### src/rtl/text_pack_ctrl_pkg.sv
// Shared definitions for the ASCII-to-position-code packer: code values,
// output word field offsets and controller states.
package text_pkg;

  localparam logic [4:0] POS_SPACE  = 5'd0;
  localparam logic [4:0] POS_A      = 5'd1;
  localparam logic [4:0] POS_COMMA  = 5'd29;
  localparam logic [4:0] POS_PERIOD = 5'd30;
  localparam logic [4:0] POS_QMARK  = 5'd31;

  localparam int SLOT0_LSB = 0;
  localparam int SLOT1_LSB = 5;
  localparam int SLOT2_LSB = 10;
  localparam int LAST_BIT  = 15;

  typedef enum logic {ACC, EMIT} state_t;

endpackage

### src/rtl/text_pack_ctrl_if.sv
// Character-in / packed-word-out handshake bundle for text_pack_ctrl.
interface text_pack_ctrl_if;
  logic       in_valid;
  logic       in_ready;
  logic [6:0] in_ascii;
  logic       in_last;
  logic       out_valid;
  logic       out_ready;
  logic [15:0] out_word;
  logic [1:0] out_nchars;

  modport master (
    output in_valid, in_ascii, in_last, out_ready,
    input  in_ready, out_valid, out_word, out_nchars
  );

  modport slave (
    input  in_valid, in_ascii, in_last, out_ready,
    output in_ready, out_valid, out_word, out_nchars
  );
endinterface

### src/rtl/ascii_pos_enc.sv
// Combinational ASCII to 5-bit character-position code encoder; anything
// outside space, lowercase letters and , . ? is flagged invalid with code 0.
module ascii_pos_enc
  import text_pkg::*;
(
  input  logic [6:0] ascii,
  output logic [4:0] pos,
  output logic       invalid
);

  logic [6:0] letter_ofs;
  assign letter_ofs = ascii - 7'h60;

  always_comb begin
    pos     = POS_SPACE;
    invalid = 1'b0;
    if (ascii == 7'h20) begin
      pos = POS_SPACE;
    end else if (ascii >= 7'h61 && ascii <= 7'h7A) begin
      pos = letter_ofs[4:0];
    end else if (ascii == 7'h2C) begin
      pos = POS_COMMA;
    end else if (ascii == 7'h2E) begin
      pos = POS_PERIOD;
    end else if (ascii == 7'h3F) begin
      pos = POS_QMARK;
    end else begin
      invalid = 1'b1;
    end
  end

endmodule

### src/rtl/text_pack_ctrl.sv
// Packs three 5-bit character codes per 16-bit word with a last flag, and
// counts unmapped characters in a saturating counter.
module text_pack_ctrl
  import text_pkg::*;
#(
  parameter bit DROP_INVALID = 1'b0,
  parameter int ERR_W        = 8
) (
  input  logic             clk,
  input  logic             rst_n,
  text_pack_ctrl_if.slave  bus,
  output logic [ERR_W-1:0] err_count
);

  localparam logic [ERR_W-1:0] ERR_MAX = {ERR_W{1'b1}};

  state_t              state;
  logic [1:0]          idx;
  logic [LAST_BIT-1:0] pack;

  logic [4:0]          pos;
  logic                invalid;
  logic                in_fire;
  logic                out_fire;
  logic                store;
  logic                complete;
  logic [LAST_BIT-1:0] pack_nxt;
  logic [1:0]          idx_nxt;

  ascii_pos_enc u_enc (
    .ascii   (bus.in_ascii),
    .pos     (pos),
    .invalid (invalid)
  );

  // While a word is pending, a new character can only enter alongside its drain.
  assign bus.in_ready = rst_n && ((state == ACC) || bus.out_ready);
  assign in_fire      = bus.in_valid && bus.in_ready;
  assign out_fire     = bus.out_valid && bus.out_ready;
  assign store        = in_fire && !(DROP_INVALID && invalid);
  assign complete     = in_fire && (bus.in_last || (store && idx == 2'd2));

  always_comb begin
    pack_nxt = pack;
    idx_nxt  = idx;
    if (store) begin
      case (idx)
        2'd0:    pack_nxt[SLOT0_LSB +: 5] = pos;
        2'd1:    pack_nxt[SLOT1_LSB +: 5] = pos;
        default: pack_nxt[SLOT2_LSB +: 5] = pos;
      endcase
      idx_nxt = idx + 2'd1;
    end
  end

  always_ff @(posedge clk or negedge rst_n) begin
    if (!rst_n) begin
      state          <= ACC;
      idx            <= 2'd0;
      pack           <= '0;
      bus.out_valid  <= 1'b0;
      bus.out_word   <= '0;
      bus.out_nchars <= 2'd0;
      err_count      <= '0;
    end else begin
      if (complete) begin
        bus.out_word   <= {bus.in_last, pack_nxt};
        bus.out_nchars <= idx_nxt;
        bus.out_valid  <= 1'b1;
        pack           <= '0;
        idx            <= 2'd0;
        state          <= EMIT;
      end else begin
        if (in_fire) begin
          pack <= pack_nxt;
          idx  <= idx_nxt;
        end
        if (out_fire) begin
          bus.out_valid <= 1'b0;
          state         <= ACC;
        end
      end
      if (in_fire && invalid && err_count != ERR_MAX) begin
        err_count <= err_count + 1'b1;
      end
    end
  end

endmodule

### src/flat_wrapper.sv
// flat-port wrapper written by rule: the top's interface ports become plain ports
module text_pack_ctrl_flat import text_pkg::*;
#(
  parameter bit DROP_INVALID = 1'b0,
  parameter int ERR_W        = 8
)
  (clk, rst_n, err_count, bus_in_valid, bus_in_ascii, bus_in_last, bus_out_ready, bus_in_ready, bus_out_valid, bus_out_word, bus_out_nchars);
  text_pack_ctrl_if bus_i ();
  input  logic clk;
  input  logic rst_n;
  output logic [ERR_W-1:0] err_count;
  input wire logic [$bits(bus_i.in_valid)-1:0] bus_in_valid;
  input wire logic [$bits(bus_i.in_ascii)-1:0] bus_in_ascii;
  input wire logic [$bits(bus_i.in_last)-1:0] bus_in_last;
  input wire logic [$bits(bus_i.out_ready)-1:0] bus_out_ready;
  output wire logic [$bits(bus_i.in_ready)-1:0] bus_in_ready;
  output wire logic [$bits(bus_i.out_valid)-1:0] bus_out_valid;
  output wire logic [$bits(bus_i.out_word)-1:0] bus_out_word;
  output wire logic [$bits(bus_i.out_nchars)-1:0] bus_out_nchars;
  assign bus_i.in_valid = bus_in_valid;
  assign bus_i.in_ascii = bus_in_ascii;
  assign bus_i.in_last = bus_in_last;
  assign bus_i.out_ready = bus_out_ready;
  assign bus_in_ready = bus_i.in_ready;
  assign bus_out_valid = bus_i.out_valid;
  assign bus_out_word = bus_i.out_word;
  assign bus_out_nchars = bus_i.out_nchars;
  text_pack_ctrl #(.DROP_INVALID(DROP_INVALID), .ERR_W(ERR_W)) u_core (.clk(clk), .rst_n(rst_n), .bus(bus_i), .err_count(err_count));
endmodule
### config.mk
export PLATFORM = sky130hd
export DESIGN_NAME = text_pack_ctrl_flat
export DESIGN_NICKNAME = d
export VERILOG_FILES = /design/src/rtl/text_pack_ctrl_pkg.sv /design/src/rtl/text_pack_ctrl_if.sv /design/src/rtl/ascii_pos_enc.sv /design/src/rtl/text_pack_ctrl.sv /design/src/flat_wrapper.sv
export SDC_FILE = /design/constraint.sdc
export NUM_CORES = 1
export LEC_CHECK = 0
export CAP_MARGIN = 10
export CORE_UTILIZATION = 44
export CTS_BUF_LIST = sky130_fd_sc_hd__clkbuf_4 sky130_fd_sc_hd__clkbuf_8
export DETAILED_ROUTE_END_ITERATION = 7
export GPL_TIMING_DRIVEN = 0
export MAX_ROUTING_LAYER = met4
export PLACE_DENSITY = 0.76
export SYNTH_ARGS = -nofsm -noshare
export SYNTH_HDL_FRONTEND = slang
export SYNTH_SLANG_ARGS = --single-unit
export TNS_END_PERCENT = 20
### constraint.sdc
create_clock -name clk -period 1.8 [get_ports clk]
set_input_delay 0.54 -clock clk [delete_from_list [all_inputs] [get_ports clk]]
set_output_delay 0.54 -clock clk [all_outputs]
set_load 0.01 [all_outputs]
==> qor.yml <==
floorplan:
  die-area_mm2: 0.00527
  die_h_um: 72.6
  die_x_um: 72.6
  io_pins: 40
  rows: 25
  core_mm2: 0.00475
  start_util: 0.461
timing:
  setup_viol_count_final: 3
  hold_viol_final: 0
  rsz0062_at_grt: "true"
  drv_slew: 0
  fin_setup_tns_ps: -53.5
  max_freq_mhz: 549
  setup_ws_ps: -22.1
  tightest_slew_ps: 414
  period_share: 1.01
  period_needed_ps: 1820
  fin_skew_ps: 5.26
  slew_headroom: 0.724
global_route:
  grt_antenna_before_repair: 0
  grt_usage: 0.219
  grt_pass1_wl_um: 8420
  gr-total-overflow: 0
  grt_pass1_vias: 1714
  grt_max_degree: 28
job:
  drv_cap: 0
clocking:
  worstSkewPairLatency_ps: 300
  clock-sinks: 44
  cts_buffers: 5
  clock_path_buffers: 2
  cts_tree: "done"
  path_clk_slew_ps: 80
  cts_root_buffer: "clkbuf_8"
  cts-htree-levels: 2
power:
  switching_share: 0.325
  vdd_drop_max_mv: 0.429
  p_leak_nw: 1.37
  clkPwrFrac: 0.227
  p_per_area_mw_per_mm2: 1000
  p_sw_w: 0.000964
  p_comb_frac: 0.330
  p_int_w: 0.00200
  pwr-share-seq: 0.443
synth:
  synthesis.area_mm2: 0.00219
  syn_nets: 235
  avgSynthCellArea_um2: 10.0
  synth_compound_area_frac: 0.179
  yosys.area.top_type: "dfrtp_1"
  synth_top_area_frac: 0.502
  synth_top_family_by_area: "simple AND/OR/NAND/NOR gates"
  post_synth_mux_area_share: 0.0525
  synth_cell_types: 38
  netlist_top_cells_area: "dfrtp_1 (50%), nand2_1 (5.8%), a22o_1 (4.8%), mux2i_1 (4.6%), o21ai_0 (4.1%)"
  yosysWarningCount: 0
  synth_simple_gate_area_share: 0.190
  synthXorXnorAreaFrac: 0.0280
  yosysSeqAreaShare: 0.502
  synth.ff_latch_count: 44
  synth_adder_area_share: 0.0228
  netlist_instances: 219
drt:
  ant_nets: 0
  first_pass_iters: 4
  routedWlPerCell_um: 15.2
  totalWireLength_um: 5110
  viasPerCell: 5.43
  drc: 0
  drtIter0Drc: 125
  vias: 1824
worst_setup_path:
  crit_fanout: 5
  cp-start-kind: "primary input"
  worstSetupPathType: "primary input to flip-flop"
  cp.required_ps: 1990
  reg2reg_slack_ps: 60
  critPathArrivalTime_ps: 2010
  end_kind: "flip-flop"
cells_and_area:
  nFillCells: 400
  areaGrowthSynthToFinish_pct: 35.0
  fin_cells: 336
  drive_above_1_share: 0.197
  diodes: 0
  fin_nets: 284
place:
  dp_hpwl_um: 3560
  port_buffers: 36
  dp_cells: 323
  gp_congestion: 0.852
min_path:
  hold_path_class: "primary input to async pin"
run_status:
  failed_checks: "negative setup slack"
  status: "finished, violations left"
[stage by stage]
step	utilization	hold WS [ps]	cell area, um^2	setup slack [ps]	power (W)
floorplan	-	244	2210	-190	0.00179
global placement	0.557	463	2650	-2740	0.00223
detailed placement	0.561	471	2670	-973	0.00226
CTS	0.606	68.5	2880	-49.8	0.00295
global route	0.623	31.7	2960	-52.6	0.00314
finish	0.623	36.9	2960	-22.1	0.00296
[layer usage]
metal | share of wire | GRT usage | vias up
met5 | 0 | - | -
met4 | 0.018 | 0.0654 | 0
met3 | 0.043 | 0.0414 | 9
met2 | 0.48 | 0.334 | 51
met1 | 0.46 | 0.300 | 883
li1 | - | - | 881
[sequential cells by signal, summed over array words and instances, names as in the netlist]
signal,count
u_core.bus.out_nchars,2
u_core.bus.out_word,16
u_core.err_count,8
u_core.idx,2
u_core.pack,15
u_core.state,1
[cell families after synthesis]
family / after synthesis
multiplexers: 11
adder cells (fa/ha/maj): 4
XOR/XNOR: 7
AO/OA/AOI/OAI: 58
buffers and inverters: 13
AND/OR/NAND/NOR: 82
flip-flops: 44
[path summary, 6_finish.rpt]
kind                                        startpoint                        to  cells past startpoint
min in group clk                u_core.bus.out_word[2]    u_core.bus.out_word[2]                      2
worst max register to register     u_core.err_count[0]       u_core.err_count[1]                      6
worst min-delay path                             rst_n  u_core.bus.out_nchars[1]                      1
worst min register to register  u_core.bus.out_word[2]    u_core.bus.out_word[2]                      2
worst max-delay path                   bus_in_ascii[4]       u_core.err_count[6]                      7
max in group asynchronous                        rst_n       u_core.err_count[1]                      2
[worst max-delay path, stage by stage]
cell and delay, ps:
buf_8 90, or4_4 530, o221a_4 240, o21ai_4 230
buf_6 140, nand3_1 90, xnor2_1 150
[final cells by class]
cell class              instances  area, um^2  share of cell area
clock inverters                 1        7.51             0.00254
repair buffers                 45         463               0.156
inverters                       3        11.3             0.00380
clock buffers                   7        90.1              0.0304
well taps                      67        83.8              0.0283
multi-input cells             162        1140               0.386
flip-flops and latches         44        1100               0.372
plain buffers                   7        61.3              0.0207
[cell usage after synthesis (all sizes together)]
library cell,instances
nand4bb,1
nand4,1
a21oi,11
nand3,9
or2,1
and2,2
nor2,15
and3,3
nand2,35
nor3,5
mux2,1
nand3b,1
a21boi,1
buf,1
xnor2,7
nand2b,3
or3,1
a31o,2
mux2i,10
ha,4
and4,1
o21bai,1
inv,3
o21a,1
a22o,12
dfrtp,44
or4,1
nor4b,1
and3b,2
o21ai,24
o221a,3
clkbuf,9
a31oi,3
[power by group through the flow]
stage,Combinational [W],Sequential [W],Clock [W]
final,0.000977,0.00131,0.000674
after global routing,0.00108,0.00134,0.000725
after CTS,0.000962,0.00131,0.000679
after detailed placement,0.000932,0.00133,0
after global placement,0.000906,0.00132,0
after floorplan,0.000412,0.00138,0
[cells in the final DEF (no fill, tap or decap), types with 3 or more instances in the layout]
| cell | n |
|---|---|
| dfrtp_1 | 44 |
| nand2_1 | 33 |
| clkdlybuf4s50_1 | 20 |
| o21ai_0 | 14 |
| a22o_1 | 12 |
| a21oi_1 | 11 |
| nor2_1 | 11 |
| mux2i_1 | 10 |
| o21ai_1 | 9 |
| nand3_1 | 8 |
| clkbuf_8 | 7 |
| xnor2_1 | 7 |
| dlygate4sd2_1 | 7 |
| buf_4 | 6 |
| clkbuf_4 | 4 |
| dlymetal6s2s_1 | 4 |
| inv_1 | 3 |
| nor3_4 | 3 |
| ha_1 | 3 |
| buf_6 | 3 |
[repair_timing]
item                                    in CTS  in global routing
endpoints found under the setup margin      48                 44
pin swaps                                    8                  4
buffers inserted                             6                  2
gates resized for setup                     57                 22
hold buffers                                 0                  0
Note: power is estimated with default switching activity, not from simulation.
